$ cat config.mk
export PLATFORM = sky130hd
export DESIGN_NAME = adc_frame_builder
export DESIGN_NICKNAME = d
export VERILOG_FILES = /design/src/rtl/adc_frame_pkg.sv /design/src/rtl/adc_skid_buf.sv /design/src/rtl/adc_frame_builder.sv
export SDC_FILE = /design/constraint.sdc
export NUM_CORES = 1
export LEC_CHECK = 0
export CAP_MARGIN = 15
export CORE_MARGIN = 2
export CORE_UTILIZATION = 42
export DETAILED_ROUTE_END_ITERATION = 10
export GPL_TIMING_DRIVEN = 0
export PLACE_DENSITY = 0.73
export SKIP_CTS_REPAIR_TIMING = 1
export SLEW_MARGIN = 40
export SYNTH_ARGS = -nofsm -noshare
export SYNTH_HDL_FRONTEND = slang
export SYNTH_HIERARCHICAL = 1
export SYNTH_SLANG_ARGS = --single-unit
$ cat constraint.sdc
create_clock -name sys_clk -period 3.5 [get_ports sys_clk]
set_input_delay 0.35 -clock sys_clk [delete_from_list [all_inputs] [get_ports sys_clk]]
set_output_delay 0.35 -clock sys_clk [all_outputs]
set_load 0.1 [all_outputs]
$ cat src/rtl/adc_frame_pkg.sv
// Shared types and constants for the ADC frame builder.
// ADC_FRAME_CHKSUM_EN adds the XOR trailer state.
package adc_frame_pkg;

  localparam logic [15:0]  ADC_HDR_MAGIC = 16'hA5C0;
  localparam int unsigned  ADC_SEQ_WIDTH = 16;

  typedef enum logic [1:0] {
    StIdle    = 2'd0,
    StHeader  = 2'd1,
    StPayload = 2'd2
`ifdef ADC_FRAME_CHKSUM_EN
    ,
    StTrailer = 2'd3
`endif
  } adc_frame_state_t;

endpackage

$ cat src/rtl/adc_skid_buf.sv
// Two-entry valid/ready buffer that absorbs the FIFO read latency.
// Entry 0 is always the head; count reports current occupancy.
module adc_skid_buf #(
  parameter int unsigned DATA_WIDTH = 32
) (
  input  logic                  clk,
  input  logic                  rst,
  input  logic                  push,
  input  logic [DATA_WIDTH-1:0] din,
  output logic [1:0]            count,
  output logic [DATA_WIDTH-1:0] dout,
  output logic                  out_valid,
  input  logic                  out_ready
);

  logic [DATA_WIDTH-1:0] ent0_q, ent0_d, ent1_q, ent1_d;
  logic [1:0]            cnt_q, cnt_d;
  logic                  pop, push_ok;

  assign out_valid = (cnt_q != 2'd0);
  assign dout      = ent0_q;
  assign count     = cnt_q;
  assign pop       = out_valid && out_ready;
  // A push into a full buffer is only taken when the head leaves the same cycle.
  assign push_ok   = push && ((cnt_q != 2'd2) || pop);

  // Next-state: append at tail, shift on pop.
  always_comb begin
    ent0_d = ent0_q;
    ent1_d = ent1_q;
    cnt_d  = cnt_q;
    case ({push_ok, pop})
      2'b10: begin
        if (cnt_q == 2'd0) ent0_d = din;
        else               ent1_d = din;
        cnt_d = cnt_q + 2'd1;
      end
      2'b01: begin
        ent0_d = ent1_q;
        cnt_d  = cnt_q - 2'd1;
      end
      2'b11: begin
        if (cnt_q == 2'd1) begin
          ent0_d = din;
        end else begin
          ent0_d = ent1_q;
          ent1_d = din;
        end
      end
      default: ;
    endcase
  end

  // Storage registers with synchronous reset.
  always_ff @(posedge clk) begin
    if (rst) begin
      ent0_q <= '0;
      ent1_q <= '0;
      cnt_q  <= 2'd0;
    end else begin
      ent0_q <= ent0_d;
      ent1_q <= ent1_d;
      cnt_q  <= cnt_d;
    end
  end

endmodule

$ cat src/rtl/adc_frame_builder.sv
// Drains ADC sample words from the read side of the sample FIFO and frames them:
// header {A5C0, seq}, FRAME_WORDS payload words, and with ADC_FRAME_CHKSUM_EN an
// XOR trailer. Output is a valid/ready stream with m_last on the final word.
module adc_frame_builder import adc_frame_pkg::*; #(
  parameter int unsigned DATA_WIDTH  = 32,
  parameter int unsigned FRAME_WORDS = 64
) (
  input  logic                     sys_clk,
  input  logic                     sys_rst,
  input  logic                     enable,
  input  logic                     fifo_empty,
  output logic                     fifo_rd_en,
  input  logic                     fifo_valid,
  input  logic [DATA_WIDTH-1:0]    fifo_dout,
  output logic [DATA_WIDTH-1:0]    m_data,
  output logic                     m_valid,
  input  logic                     m_ready,
  output logic                     m_last,
  output logic [ADC_SEQ_WIDTH-1:0] frame_cnt,
  output logic                     busy
);

  localparam int unsigned     CntW     = $clog2(FRAME_WORDS + 1);
  localparam logic [CntW-1:0] NumWords = CntW'(FRAME_WORDS);
  localparam logic [CntW-1:0] LastIdx  = CntW'(FRAME_WORDS - 1);

  adc_frame_state_t         state_q, state_d;
  logic [CntW-1:0]          req_cnt_q, req_cnt_d;
  logic [CntW-1:0]          out_cnt_q, out_cnt_d;
  logic [ADC_SEQ_WIDTH-1:0] frame_cnt_q, frame_cnt_d;
  logic                     inflight_q;
`ifdef ADC_FRAME_CHKSUM_EN
  logic [DATA_WIDTH-1:0]    chk_q, chk_d;
`endif

  logic [1:0]            skid_count;
  logic [DATA_WIDTH-1:0] skid_dout;
  logic                  skid_valid, skid_ready, skid_pop, skid_push;
  logic [2:0]            occ;
  logic                  rd_ok;

  // Read data is only trusted when a read is actually outstanding.
  assign skid_push  = fifo_valid && inflight_q;
  assign skid_ready = (state_q == StPayload) && m_ready;
  assign skid_pop   = skid_valid && skid_ready;
  // Occupancy after this cycle's hand-off, so reads keep pace at one word per cycle.
  assign occ        = {1'b0, skid_count} - {2'b00, skid_pop} + {2'b00, inflight_q};
  assign rd_ok      = !fifo_empty && (occ < 3'd2) && (req_cnt_q < NumWords);

  assign frame_cnt = frame_cnt_q;
  assign busy      = (state_q != StIdle);

  adc_skid_buf #(
    .DATA_WIDTH(DATA_WIDTH)
  ) u_skid (
    .clk       (sys_clk),
    .rst       (sys_rst),
    .push      (skid_push),
    .din       (fifo_dout),
    .count     (skid_count),
    .dout      (skid_dout),
    .out_valid (skid_valid),
    .out_ready (skid_ready)
  );

  // Next-state and stream outputs. Reads may start in HEADER to hide FIFO latency.
  always_comb begin
    state_d     = state_q;
    req_cnt_d   = req_cnt_q;
    out_cnt_d   = out_cnt_q;
    frame_cnt_d = frame_cnt_q;
`ifdef ADC_FRAME_CHKSUM_EN
    chk_d       = chk_q;
`endif
    fifo_rd_en  = 1'b0;
    m_data      = '0;
    m_valid     = 1'b0;
    m_last      = 1'b0;
    case (state_q)
      StIdle: begin
        if (enable && !fifo_empty) begin
          state_d   = StHeader;
          req_cnt_d = '0;
          out_cnt_d = '0;
`ifdef ADC_FRAME_CHKSUM_EN
          chk_d     = '0;
`endif
        end
      end
      StHeader: begin
        m_data     = DATA_WIDTH'({ADC_HDR_MAGIC, frame_cnt_q});
        m_valid    = 1'b1;
        fifo_rd_en = rd_ok;
        if (m_ready) state_d = StPayload;
      end
      StPayload: begin
        m_data     = skid_dout;
        m_valid    = skid_valid;
        fifo_rd_en = rd_ok;
`ifndef ADC_FRAME_CHKSUM_EN
        m_last     = skid_valid && (out_cnt_q == LastIdx);
`endif
        if (skid_pop) begin
          out_cnt_d = out_cnt_q + 1'b1;
`ifdef ADC_FRAME_CHKSUM_EN
          chk_d     = chk_q ^ skid_dout;
`endif
          if (out_cnt_q == LastIdx) begin
`ifdef ADC_FRAME_CHKSUM_EN
            state_d     = StTrailer;
`else
            state_d     = StIdle;
            frame_cnt_d = frame_cnt_q + 1'b1;
`endif
          end
        end
      end
`ifdef ADC_FRAME_CHKSUM_EN
      StTrailer: begin
        m_data  = chk_q;
        m_valid = 1'b1;
        m_last  = 1'b1;
        if (m_ready) begin
          state_d     = StIdle;
          frame_cnt_d = frame_cnt_q + 1'b1;
        end
      end
`endif
      default: state_d = StIdle;
    endcase
    if (fifo_rd_en) req_cnt_d = req_cnt_q + 1'b1;
  end

  // State, counters and outstanding-read flag.
  always_ff @(posedge sys_clk) begin
    if (sys_rst) begin
      state_q     <= StIdle;
      req_cnt_q   <= '0;
      out_cnt_q   <= '0;
      frame_cnt_q <= '0;
      inflight_q  <= 1'b0;
`ifdef ADC_FRAME_CHKSUM_EN
      chk_q       <= '0;
`endif
    end else begin
      state_q     <= state_d;
      req_cnt_q   <= req_cnt_d;
      out_cnt_q   <= out_cnt_d;
      frame_cnt_q <= frame_cnt_d;
      inflight_q  <= fifo_rd_en;
`ifdef ADC_FRAME_CHKSUM_EN
      chk_q       <= chk_d;
`endif
    end
  end

endmodule

==> run_results.csv <==
group,metric,value,unit
status,status,"complete, no violations",
placed_design,globalplace.congestion,0.8746,
sta,fin_tns_setup,0,ns
final_layout,layout.nets,731,
global_route,grt_usage,21.03,%
placed_design,io_buffer_count,89,
global_route,first_global_vias,4399,
setup_path,worstPathArrival,2.98,ns
logic_synthesis,async_reset_ff_share,0,%
route,drc,0,
final_layout,mostFrequentLayoutCells,"dfxtp_1, nor2_1, nand2_1, buf_2",
pwr,total_leakage_power,2.441,nW
logic_synthesis,ys_seq_area_share,40.89,%
die,rows,39,
final_layout,insertedDiodeCount,0,
setup_path,worst-path-max-fanout,9,
setup_path,crit_start,"u_skid/count[0]$_SDFFE_PP0P_",
sta,clock_skew,0.01035,ns
setup_path,criticalPathCategory,"reg -> out",
die,io_pins,90,
route,firstDrtPassIters,5,
setup_path,startpoint_type,"flip-flop",
cts,path_clk_slew,0.07,ns
cts,clk_path_buf_depth,2,
die,start_util,42.82,%
sta,max_freq,300.7,MHz
die,fp.dieArea,0.01242,mm2
sta,fin_crit_sh,95.01,%
logic_synthesis,ys_types,50,
setup_path,required,3.15,ns
global_route,grt_max_degree,20,
final_layout,layout_commonest_cell,"dfxtp_1",
min_path,min_from,"req_cnt_q[6]$_SDFFE_PP0P_",
sta,hold_viol,0,
pwr,total_power,3.309,mW
sta,fin_ws,0.1745,ns
pwr,peakVddDrop,0.2764,mV
global_route,grt_overflow,0,
die,dieWidth,111.4,um
setup_path,slowest_stage,"fa_1",
cts,cts_tree,"built",
route,drt_iter0_markers,233,
sta,slew-limit-headroom,58.91,%
route,ant_nets,0,
logic_synthesis,syn-cell-area,0.004847,mm2
logic_synthesis,yosysWarningCount,6,
route,vias,4584,
logic_synthesis,synth_area_leaders,"dfxtp_1, mux2i_1, nor2_1, a311oi_1, nand2_1",
cts,cts_sinks,99,
logic_synthesis,synth.avg_cell_area,8.314,um2
die,design.core.area,0.01132,mm2
run,maxCapViolations,0,
global_route,antenna_found_initial,0,
logic_synthesis,synthFlopType,"dfxtp_1",
sta,min_period,3.326,ns
logic_synthesis,ys_seq_elements,99,
logic_synthesis,synth.net_count,632,
min_path,hold_path.class,"reg -> reg",
logic_synthesis,synth_enable_flop_cells,0,
sta,maxSlewViolCount,0,
die,die_y,111.4,um
cts,cts_root_buf,"clkbuf_16",
placed_design,post-place-ws,-0.2639,ns
cts,clock_latency,0.36,ns
final_layout,drive_gt1_share,13.83,%
route,drt_wl_total,13070,um
logic_synthesis,yosysTopAreaCellShare,40.89,%
logic_synthesis,yosysTopAreaCell,"dfxtp_1",
sta,setup_violations,0,
placed_design,place_hpwl,9662,um
cts,htree_levels,3,
logic_synthesis,synth_cells,583,
route,vias_per_cell,5.523,
route,wl_per_cell,15.75,um
cts,cts_buffers,9,
global_route,grt_pass1_wl,21550,um
final_layout,synthToLayoutAreaGrowth,24.08,%
setup_path,path_cells,"inv_1 -> ha_1 -> inv_4 -> nand3_4 -> nor2_2 -> o21ai_0 -> fa_1 -> nand4bb_1 -> or2_4 -> clkinvlp_4 -> buf_12",
pwr,p_per_area,550.2,mW/mm2
setup_path,critical_path.max_stage_delay,0.50,ns
sta,worst_pin_slew,0.6098,ns
setup_path,endpoint_kind,"output pin",
setup_path,rr_startpoint,"state_q[0]$_SDFFE_PP0P_",
==> per-layer routing <==
metal,GRT usage [%],vias to the layer above,routed length [um]
li1,-,2274,-
met1,27.13,2157,5824
met2,35.89,133,6294
met3,3.974,20,732
met4,6.420,0,221
met5,0,-,0
==> power breakdown <==
group          leakage [nW]  total, mW  switching (mW)  internal [mW]
logic                  1.48      0.997           0.689          0.308
registers             0.800       1.25          0.0518           1.20
clock network         0.156       1.06           0.490          0.575
total                  2.44       3.31            1.23           2.08
==> state kept, by name, indices dropped and copies added, names as in the netlist <==
register	cells
u_skid/ent1_q	32
state_q	2
req_cnt_q	7
u_skid/dout	32
u_skid/count	2
inflight_q	1
frame_cnt	16
out_cnt_q	7
==> Yosys cell counts, drive strengths merged (4+ instances only) <==
master,count
dfxtp,99
nor2,83
nand2,79
mux2i,37
a311oi,34
a21oi,32
nor2b,24
clkbuf,23
o21ai,18
a22oi,16
buf,15
and2,13
inv,13
nand3,12
ha,10
or3,10
nand2b,9
or4,8
nand4,6
o31ai,5
nor3,4
==> path summary, 6_finish.rpt <==
kind,endpoint,slack [ns],depth (start not counted)
worst max-delay path,fifo_rd_en,0.17,11
worst min-delay path,req_cnt_q[6]$_SDFFE_PP0P_,0.46,2
worst max register to register,u_skid/dout[22]$_SDFFE_PP0P_,0.66,10
worst min register to register,req_cnt_q[6]$_SDFFE_PP0P_,0.46,2
==> through the flow <==
stage,cell area (um2),util (%),hold WS (ns),cells
finish,6015,53.13,0.4590,830
global route,6015,53.13,0.4867,830
CTS,5983,52.85,0.4596,831
detailed placement,5665,50.04,0.4495,815
global placement,5926,52.34,0.4372,815
floorplan,4856,-,0.4276,583
==> critical path, delay by kind of cell (launching register included) <==
family	cells	cell delay [ns]
and+or+nand+nor	4	0.81
buffers and inverters	4	0.53
DFF	1	0.39
adders and majority gates	2	0.75
AOI/OAI and AO/OA	1	0.13
==> final cells by class <==
type	instances	area [um2]
timing repair buffer	89	645.6
buffer	37	171.4
clock inverter	7	92.59
multi-input combinational	433	2659
inverter	13	55.05
clock buffer	9	225.2
tap	143	178.9
sequential	99	1987
fill	1077	5306
==> cells by family (layout without fill, tap and decap cells) <==
logic type               after synthesis  count (layout)  synth area share, %
AND/OR/NAND/NOR                      259             259                25.37
AO/OA/AOI/OAI                        119             119                17.17
flip-flops                            99              99                40.89
buffers and inverters                 51             155                4.620
multiplexers                          38              38                7.873
adder cells (fa/ha/maj)               11              11                2.994
XOR/XNOR                               6               6                1.084
No activity file was read; power rests on OpenSTA's default activity.
